`src/rtl/gpio_apb_cfg_pkg.sv`:
```
// Shared types and helpers for the GPIO APB configuration initiator.
// No timing of its own: enums, register indices and pure functions only.
// No flow control here; users apply these in their own handshakes.
package gpio_apb_cfg_pkg;

  // Transfer sequencing: command wait, APB setup, APB access, response hold.
  typedef enum logic [1:0] {
    S_IDLE   = 2'd0,
    S_SETUP  = 2'd1,
    S_ACCESS = 2'd2,
    S_RESP   = 2'd3
  } state_e;

  // Response status codes returned with every command.
  typedef enum logic [1:0] {
    ERR_OK      = 2'b00,
    ERR_SLVERR  = 2'b01,
    ERR_TIMEOUT = 2'b10,
    ERR_ILLEGAL = 2'b11
  } err_e;

  // GPIO responder register map, as word indices.
  localparam logic [3:0] GPIO_PADDIR    = 4'd0;
  localparam logic [3:0] GPIO_PADIN     = 4'd1;
  localparam logic [3:0] GPIO_PADOUT    = 4'd2;
  localparam logic [3:0] GPIO_INTEN     = 4'd3;
  localparam logic [3:0] GPIO_INTTYPE0  = 4'd4;
  localparam logic [3:0] GPIO_INTTYPE1  = 4'd5;
  localparam logic [3:0] GPIO_INTSTATUS = 4'd6;
  localparam logic [3:0] GPIO_IOFCFG    = 4'd7;

  // Indices past the map are rejected; PADIN and INTSTATUS are read-only.
  function automatic logic is_legal(input logic write, input logic [3:0] idx);
    if (idx > GPIO_IOFCFG) begin
      return 1'b0;
    end
    if (write && (idx == GPIO_PADIN || idx == GPIO_INTSTATUS)) begin
      return 1'b0;
    end
    return 1'b1;
  endfunction

  // Low n bits set; a full 32-pin build keeps every bit.
  function automatic logic [31:0] data_mask(input int unsigned n);
    if (n >= 32) begin
      return '1;
    end
    return (32'h1 << n) - 32'h1;
  endfunction

endpackage

```
`src/rtl/gpio_apb_cfg_master.sv`:
```
// APB4 initiator running one GPIO register read/write per accepted command.
// Latency: accept N, SETUP N+1, ACCESS N+2.., rsp_valid one cycle after pready (or timeout).
// Backpressure: cmd_ready only in IDLE; response held stable until rsp_ready.
module gpio_apb_cfg_master
  import gpio_apb_cfg_pkg::*;
#(
  parameter int GPIO_NUM    = 8,
  parameter int TIMEOUT_CYC = 256
) (
  input  logic        clk_i,
  input  logic        rst_i,
  input  logic        cmd_valid_i,
  output logic        cmd_ready_o,
  input  logic        cmd_write_i,
  input  logic [3:0]  cmd_reg_i,
  input  logic [31:0] cmd_wdata_i,
  output logic        rsp_valid_o,
  input  logic        rsp_ready_i,
  output logic [31:0] rsp_rdata_o,
  output logic [1:0]  rsp_err_o,
  output logic [31:0] paddr_o,
  output logic [2:0]  pprot_o,
  output logic        psel_o,
  output logic        penable_o,
  output logic        pwrite_o,
  output logic [31:0] pwdata_o,
  output logic [3:0]  pstrb_o,
  input  logic        pready_i,
  input  logic [31:0] prdata_i,
  input  logic        pslverr_i
);

  localparam logic [31:0] MASK      = data_mask(GPIO_NUM);
  localparam logic [15:0] CNT_LAST  = 16'(TIMEOUT_CYC - 1);

  localparam logic [1:0] ST_IDLE   = S_IDLE;
  localparam logic [1:0] ST_SETUP  = S_SETUP;
  localparam logic [1:0] ST_ACCESS = S_ACCESS;
  localparam logic [1:0] ST_RESP   = S_RESP;

  logic [1:0]  state;
  logic        cap_write;
  logic [3:0]  cap_idx;
  logic [31:0] cap_wdata;
  logic [15:0] cnt;
  logic [31:0] rdata_q;
  logic [1:0]  err_q;
  logic        bus_active;

  // Sequencer, command capture, wait-state counter and response capture.
  always_ff @(posedge clk_i) begin
    if (rst_i) begin
      state     <= ST_IDLE;
      cap_write <= 1'b0;
      cap_idx   <= '0;
      cap_wdata <= '0;
      cnt       <= '0;
      rdata_q   <= '0;
      err_q     <= '0;
    end else begin
      case (state)
        ST_IDLE: begin
          // cmd_ready is high whenever IDLE is reached out of reset.
          if (cmd_valid_i) begin
            cap_write <= cmd_write_i;
            cap_idx   <= cmd_reg_i;
            cap_wdata <= cmd_wdata_i & MASK;
            rdata_q   <= '0;
            if (is_legal(cmd_write_i, cmd_reg_i)) begin
              state <= ST_SETUP;
            end else begin
              // Rejected commands never touch the bus.
              err_q <= ERR_ILLEGAL;
              state <= ST_RESP;
            end
          end
        end
        ST_SETUP: begin
          state <= ST_ACCESS;
        end
        ST_ACCESS: begin
          // pready is checked first so it wins on the terminal count cycle.
          if (pready_i) begin
            rdata_q <= (!cap_write && !pslverr_i) ? (prdata_i & MASK) : '0;
            err_q   <= pslverr_i ? ERR_SLVERR : ERR_OK;
            state   <= ST_RESP;
          end else if (cnt == CNT_LAST) begin
            rdata_q <= '0;
            err_q   <= ERR_TIMEOUT;
            state   <= ST_RESP;
          end else begin
            cnt <= cnt + 16'd1;
          end
        end
        ST_RESP: begin
          if (rsp_ready_i) begin
            cnt   <= '0;
            state <= ST_IDLE;
          end
        end
        default: begin
          state <= ST_IDLE;
        end
      endcase
    end
  end

  assign bus_active = (state == ST_SETUP) || (state == ST_ACCESS);

  // Gate with rst_i so no command is taken while reset is still asserted.
  assign cmd_ready_o = (state == ST_IDLE) && !rst_i;

  // Bus fields are driven only while a transfer is on the wire, zero otherwise.
  assign psel_o    = bus_active;
  assign penable_o = (state == ST_ACCESS);
  assign pwrite_o  = bus_active && cap_write;
  assign paddr_o   = bus_active ? {26'b0, cap_idx, 2'b00} : 32'h0;
  assign pwdata_o  = bus_active ? cap_wdata : 32'h0;
  assign pstrb_o   = (bus_active && cap_write) ? 4'hF : 4'h0;
  assign pprot_o   = 3'b000;

  assign rsp_valid_o = (state == ST_RESP);
  assign rsp_rdata_o = rsp_valid_o ? rdata_q : 32'h0;
  assign rsp_err_o   = rsp_valid_o ? err_q : 2'b00;

endmodule

```
`config.mk`:
```
export PLATFORM = sky130hd
export DESIGN_NAME = gpio_apb_cfg_master
export DESIGN_NICKNAME = d
export VERILOG_FILES = /design/src/rtl/gpio_apb_cfg_pkg.sv /design/src/rtl/gpio_apb_cfg_master.sv
export SDC_FILE = /design/constraint.sdc
export NUM_CORES = 1
export LEC_CHECK = 0
export ABC_CLOCK_PERIOD_IN_PS = 2100
export CORE_ASPECT_RATIO = 0.7
export CORE_MARGIN = 1.5
export CORE_UTILIZATION = 34
export CTS_BUF_LIST = sky130_fd_sc_hd__clkbuf_4 sky130_fd_sc_hd__clkbuf_8
export DETAILED_ROUTE_END_ITERATION = 6
export GPL_TIMING_DRIVEN = 0
export PLACE_DENSITY_LB_ADDON = 0.15
export SYNTH_ARGS = -nofsm -noshare
export SYNTH_HDL_FRONTEND = slang
export SYNTH_SLANG_ARGS = --single-unit
```
`constraint.sdc`:
```
create_clock -name clk_i -period 2.1 [get_ports clk_i]
set_input_delay 0.63 -clock clk_i [delete_from_list [all_inputs] [get_ports clk_i]]
set_output_delay 0.63 -clock clk_i [all_outputs]
set_load 0.03 [all_outputs]
```
Word-level counts from Yosys, hierarchy flattened --
Index checks and enable logic that the tools add are counted.
Word-level totals: flip-flop bits (word level) 65, bits of input ports 75, output and inout port bits 110
Cells by class: add/subtract/negate cells 1, magnitude comparators 1, equality and inequality tests 12, multiplexer cells 42, reductions and logical operators 17
Operator list (number):
- $mux W32 | 4
- $pmux W32 S2 | 1
- $mux W16 | 3
- $pmux W16 S2 | 1
- $mux W2 | 10
- $mux W1 | 17
- $add A16 B1 Y16 const B | 1
- $eq A16 B8 Y1 const B | 1
- $mux W8 | 2
- $ne A2 B2 Y1 const B | 4
- $pmux W2 S4 | 1
- $reduce_and A4 Y1 | 2
- $mux W6 | 1
- $reduce_and A3 Y1 | 2
- $eq A2 B2 Y1 const B | 2
- $eq A4 B1 Y1 const B | 1
- $eq A4 B3 Y1 const B | 1
- $gt A4 B3 Y1 const B | 1
- $logic_and A1 B1 Y1 | 4
- $mux W4 | 1
- $pmux W2 S2 | 1
- $reduce_bool A2 Y1 | 2
- $logic_not A1 Y1 | 3
- $ne A3 B1 Y1 const B | 1
- other kinds (5) | 6

Longest topological paths before layout --
depth after elaboration 17, gate-level depth with buffers 8, depth with buffers taken out 6

Worst setup path after synthesis --
No wires, ideal clock.
path type register to output, from reg state[1], to out rsp_err_o[0], arrival time 1.791 ns, data required time 1.470 ns, slack -0.321 ns, stages on the path, launching flop included 6, path through dfxtp_1 > ha_1 > clkbuf_1 > clkbuf_1 > clkbuf_1 > and2_1
Between the ends: cells in the longest elaborated chain, start to end 2
RTL lines:
- from (decl) | line gpio_apb_cfg_master.sv:41 | logic [1:0] state;
- from (signal assigned) | line gpio_apb_cfg_master.sv:53 | state <= ST_IDLE;
- from (signal assigned) | line gpio_apb_cfg_master.sv:70 | state <= ST_SETUP;
- from (signal assigned) | line gpio_apb_cfg_master.sv:74 | state <= ST_RESP;
- $eq A2 B2 Y1 | line gpio_apb_cfg_master.sv:122 | assign rsp_valid_o = (state == ST_RESP);
- named net rsp_valid_o | line gpio_apb_cfg_master.sv:17 | output logic rsp_valid_o,
- $mux W2 | line gpio_apb_cfg_master.sv:124 | assign rsp_err_o = rsp_valid_o ? err_q : 2'b00;
- to (decl) | line gpio_apb_cfg_master.sv:20 | output logic [1:0] rsp_err_o,
The timed path passes the listed nets, and every way through them passes these cells.

Final worst setup path --
from reg state[0], to out pstrb_o[1]
Between the ends: cells in the longest elaborated chain, start to end 4
RTL lines:
- $eq A2 B1 Y1 / $eq A2 B2 Y1 (equally long branches) | line gpio_apb_cfg_master.sv:108 | assign bus_active = (state == ST_SETUP) || (state == ST_ACCESS);
- $logic_or A1 B1 Y1 (*) | line gpio_apb_cfg_master.sv:108
- $logic_and A1 B1 Y1 (*) | line gpio_apb_cfg_master.sv:119 | assign pstrb_o = (bus_active && cap_write) ? 4'hF : 4'h0;
- $mux W4 (*) | line gpio_apb_cfg_master.sv:119
- to (decl) | line gpio_apb_cfg_master.sv:27 | output logic [3:0] pstrb_o,
Mark *: on every way between the ends. The rest lies on a longest branch, timed or not.

==> results.md <==
* Largest net degree at the start of global routing at 14
* CTS Hold Buffers Added at 0
* Total track usage at 0.171
* Critical Path RT at ~1500 ps
* Commonest cells after routing, fill and taps aside: buf_4, conb_1, nand2_1, dfxtp_1, buf_6
* Die area at around 9000 um2
* Share of layout cells above drive strength 1 at 0.366
* IO buf count at 56
* # fillers at 781
* Clock sinks at 41
* 1st-pass router iterations at 7
* Fmax at about 480 MHz
* Worst-skew pair later-pin latency at approximately 300 ps
* Clock-pin slew on the worst setup and hold paths at 90 ps
* Final core occ at 0.535
* Vias in the first global route at ~2500
* Initial antenna violation count at 0
* Synthesized area per cell at approximately 8 um2
* H-tree depth at 2
* Slew HR at 0.642
* Most common cell after layout, fill and taps aside: buf_4
* CTS tree: yes
* Floorplan core area at roughly 8000 um2
* Min-delay worst type: flip-flop to flip-flop
* MaxCap Viol Count at 0
* WS Path Type: flip-flop to output pin
* GPL Wtd Cong at between 0.8 and 0.9
* CP Data Arrival Time at ~1500 ps
* Root buffer cell: clkbuf_8
* Ys async rst share at 0
* DR iter-0 viols at between 150 and 200
* Fin worst setup slack at -1.97 ps
* Critical Path Start Type: flip-flop
* Via density at ~4.5
* Via Count at ~2700
* Final period demand of the worst path at ~2100 ps
* Worst Tran Pin Value at 533 ps
* Post-synthesis register bit count at roughly 40
* WL final at 7820 um
* Diode count at 0
* DP Wirelength at 5520 um
* Final layout net count at between 500 and 600
* TNS Setup at -2.30 ps
* Die Span Y at 79.6 um
* Violated checks: DRC, setup timing
* Number of synthesized flops with an enable pin at 0
* Register area share after synthesis at 0.288
* CTS buffer count at 5
* IR drop worst, VDD at approximately 0.35 mV
* Top_reg_cell synth: dfxtp_1
* Static Leak at around 0.0020 uW
* Synth Cell Area at approximately 2900 um2
* Synth warnings at 0
* Final hold vios at 0
* Clk_skew at 8.88 ps
* Antenna-violating nets left at 0
* Area Overhead vs Synth at 50.1%
* Die width at between 100 and 150 um
* Routed length per instance at approximately 13 um
* RSZ-0062 raised after global routing: yes
* Slew Viols, Final at 0
* Starting Density at 0.356
* PwrDens at 782 nW/um2
* Cell Rows at 27
* Gr ovfl total at 0
* Outcome: complete, but fails checks
* I/O Pins at roughly 190
* Final setup viols at 2
* Critical-path maximum fanout at 6
* Netlist cell types at between 50 and 60
* First-pass GRT wire length at roughly 12000 um
* Cells after Synth at 353
* Crit. End Element: output pin
* DR DRC count at 5
* Clock tree buffer depth at 2
* Tcrit/Tclk final at 1.00
[through the flow]
stage               cell area, um2  worst slack, ps  hold slack, ps  cells  total power (uW)
floorplan                     3170            -22.8             417    431              2000
global placement              3860             -932             437    588              2400
detailed placement            3860             -932             434    588              2410
CTS                           4180            -93.7             452    603              3220
global route                  4280            -47.5             468    607              3530
finish                        4280            -1.97             447    607              3350
[what timing repair did]
item | CTS | global route
buffers inserted | 6 | 6
endpoints found under the setup margin | 47 | 50
cloned | 1 | 0
hold endpoints to repair | 0 | 0
gates resized for setup | 226 | 35
pin swaps | 7 | 6
[path summary, 6_finish.rpt]
kind	from	to	slack, ps	cells after the start
min	err_q[1]	err_q[1]	450	2
min reg2reg	err_q[1]	err_q[1]	450	2
max reg2reg	cnt[11]	cnt[3]	50	6
max	state[0]	pstrb_o[1]	-2	5
[cell type report]
type / count / area (um2) / share of cell area
flip-flops and latches: 41 / 831 / 0.194
repair buffers: 69 / 677 / 0.158
clock buffers: 6 / 82.6 / 0.0193
inverters: 6 / 27.5 / 0.00643
clock inverters: 2 / 37.5 / 0.00877
multi-input cells: 279 / 1690 / 0.395
plain buffers: 103 / 807 / 0.188
well taps: 101 / 126 / 0.0295
[Yosys cell counts (2+ instances only)]
master | instances | area [um2]
nor2_1 | 3 | 11.3
and3_1 | 3 | 18.8
o41ai_1 | 7 | 61.3
a21oi_1 | 21 | 105
inv_1 | 6 | 22.5
buf_4 | 84 | 631
ha_1 | 4 | 50.1
and2_1 | 24 | 150
nand4_1 | 5 | 31.3
a41oi_1 | 5 | 43.8
nand2_1 | 53 | 199
buf_1 | 2 | 7.51
a311oi_1 | 2 | 17.5
nor3_1 | 4 | 20.0
o311ai_0 | 7 | 61.3
o21ai_0 | 4 | 20.0
and4_1 | 3 | 26.3
o31ai_1 | 3 | 22.5
a31oi_1 | 7 | 43.8
or4_1 | 3 | 22.5
clkbuf_1 | 15 | 56.3
mux2i_1 | 9 | 90.1
dfxtp_1 | 41 | 821
buf_6 | 2 | 22.5
nand3_1 | 5 | 25.0
nand2b_1 | 4 | 25.0
[worst max-delay path, stage by stage (launching register included)]
cell and delay (ps):
dfxtp_4 390, inv_4 50, ha_4 310, and2_4 200, buf_6 100, buf_6 120
[logic make-up after synthesis]
group,synth area share
buffers and inverters,0.268
and+or+nand+nor,0.224
DFF,0.288
AOI/OAI and AO/OA,0.166
other,0.00131
adders and majority gates,0.0175
muxes,0.0355
[report_power, final]
group	total (uW)	internal (uW)	switching, uW	leakage, uW
registers	949	877	71.8	0.000335
clock network	676	387	290	0.0000574
logic	1720	732	990	0.00161
[flip-flops by register name, summed over array words and instances (netlist names)]
register / count
err_q: 2
cap_write: 1
state: 2
cap_wdata: 8
rdata_q: 8
cnt: 16
cap_idx: 4
[routing by layer]
layer  track usage  part of all wire  vias to the layer above
met5             0                 0                        -
met4        0.0519             0.016                        0
met3        0.0440             0.076                       17
met2         0.269              0.45                      120
met1         0.231              0.46                     1216
li1              -                 -                     1378
No activity file was read; power rests on OpenSTA's default activity.
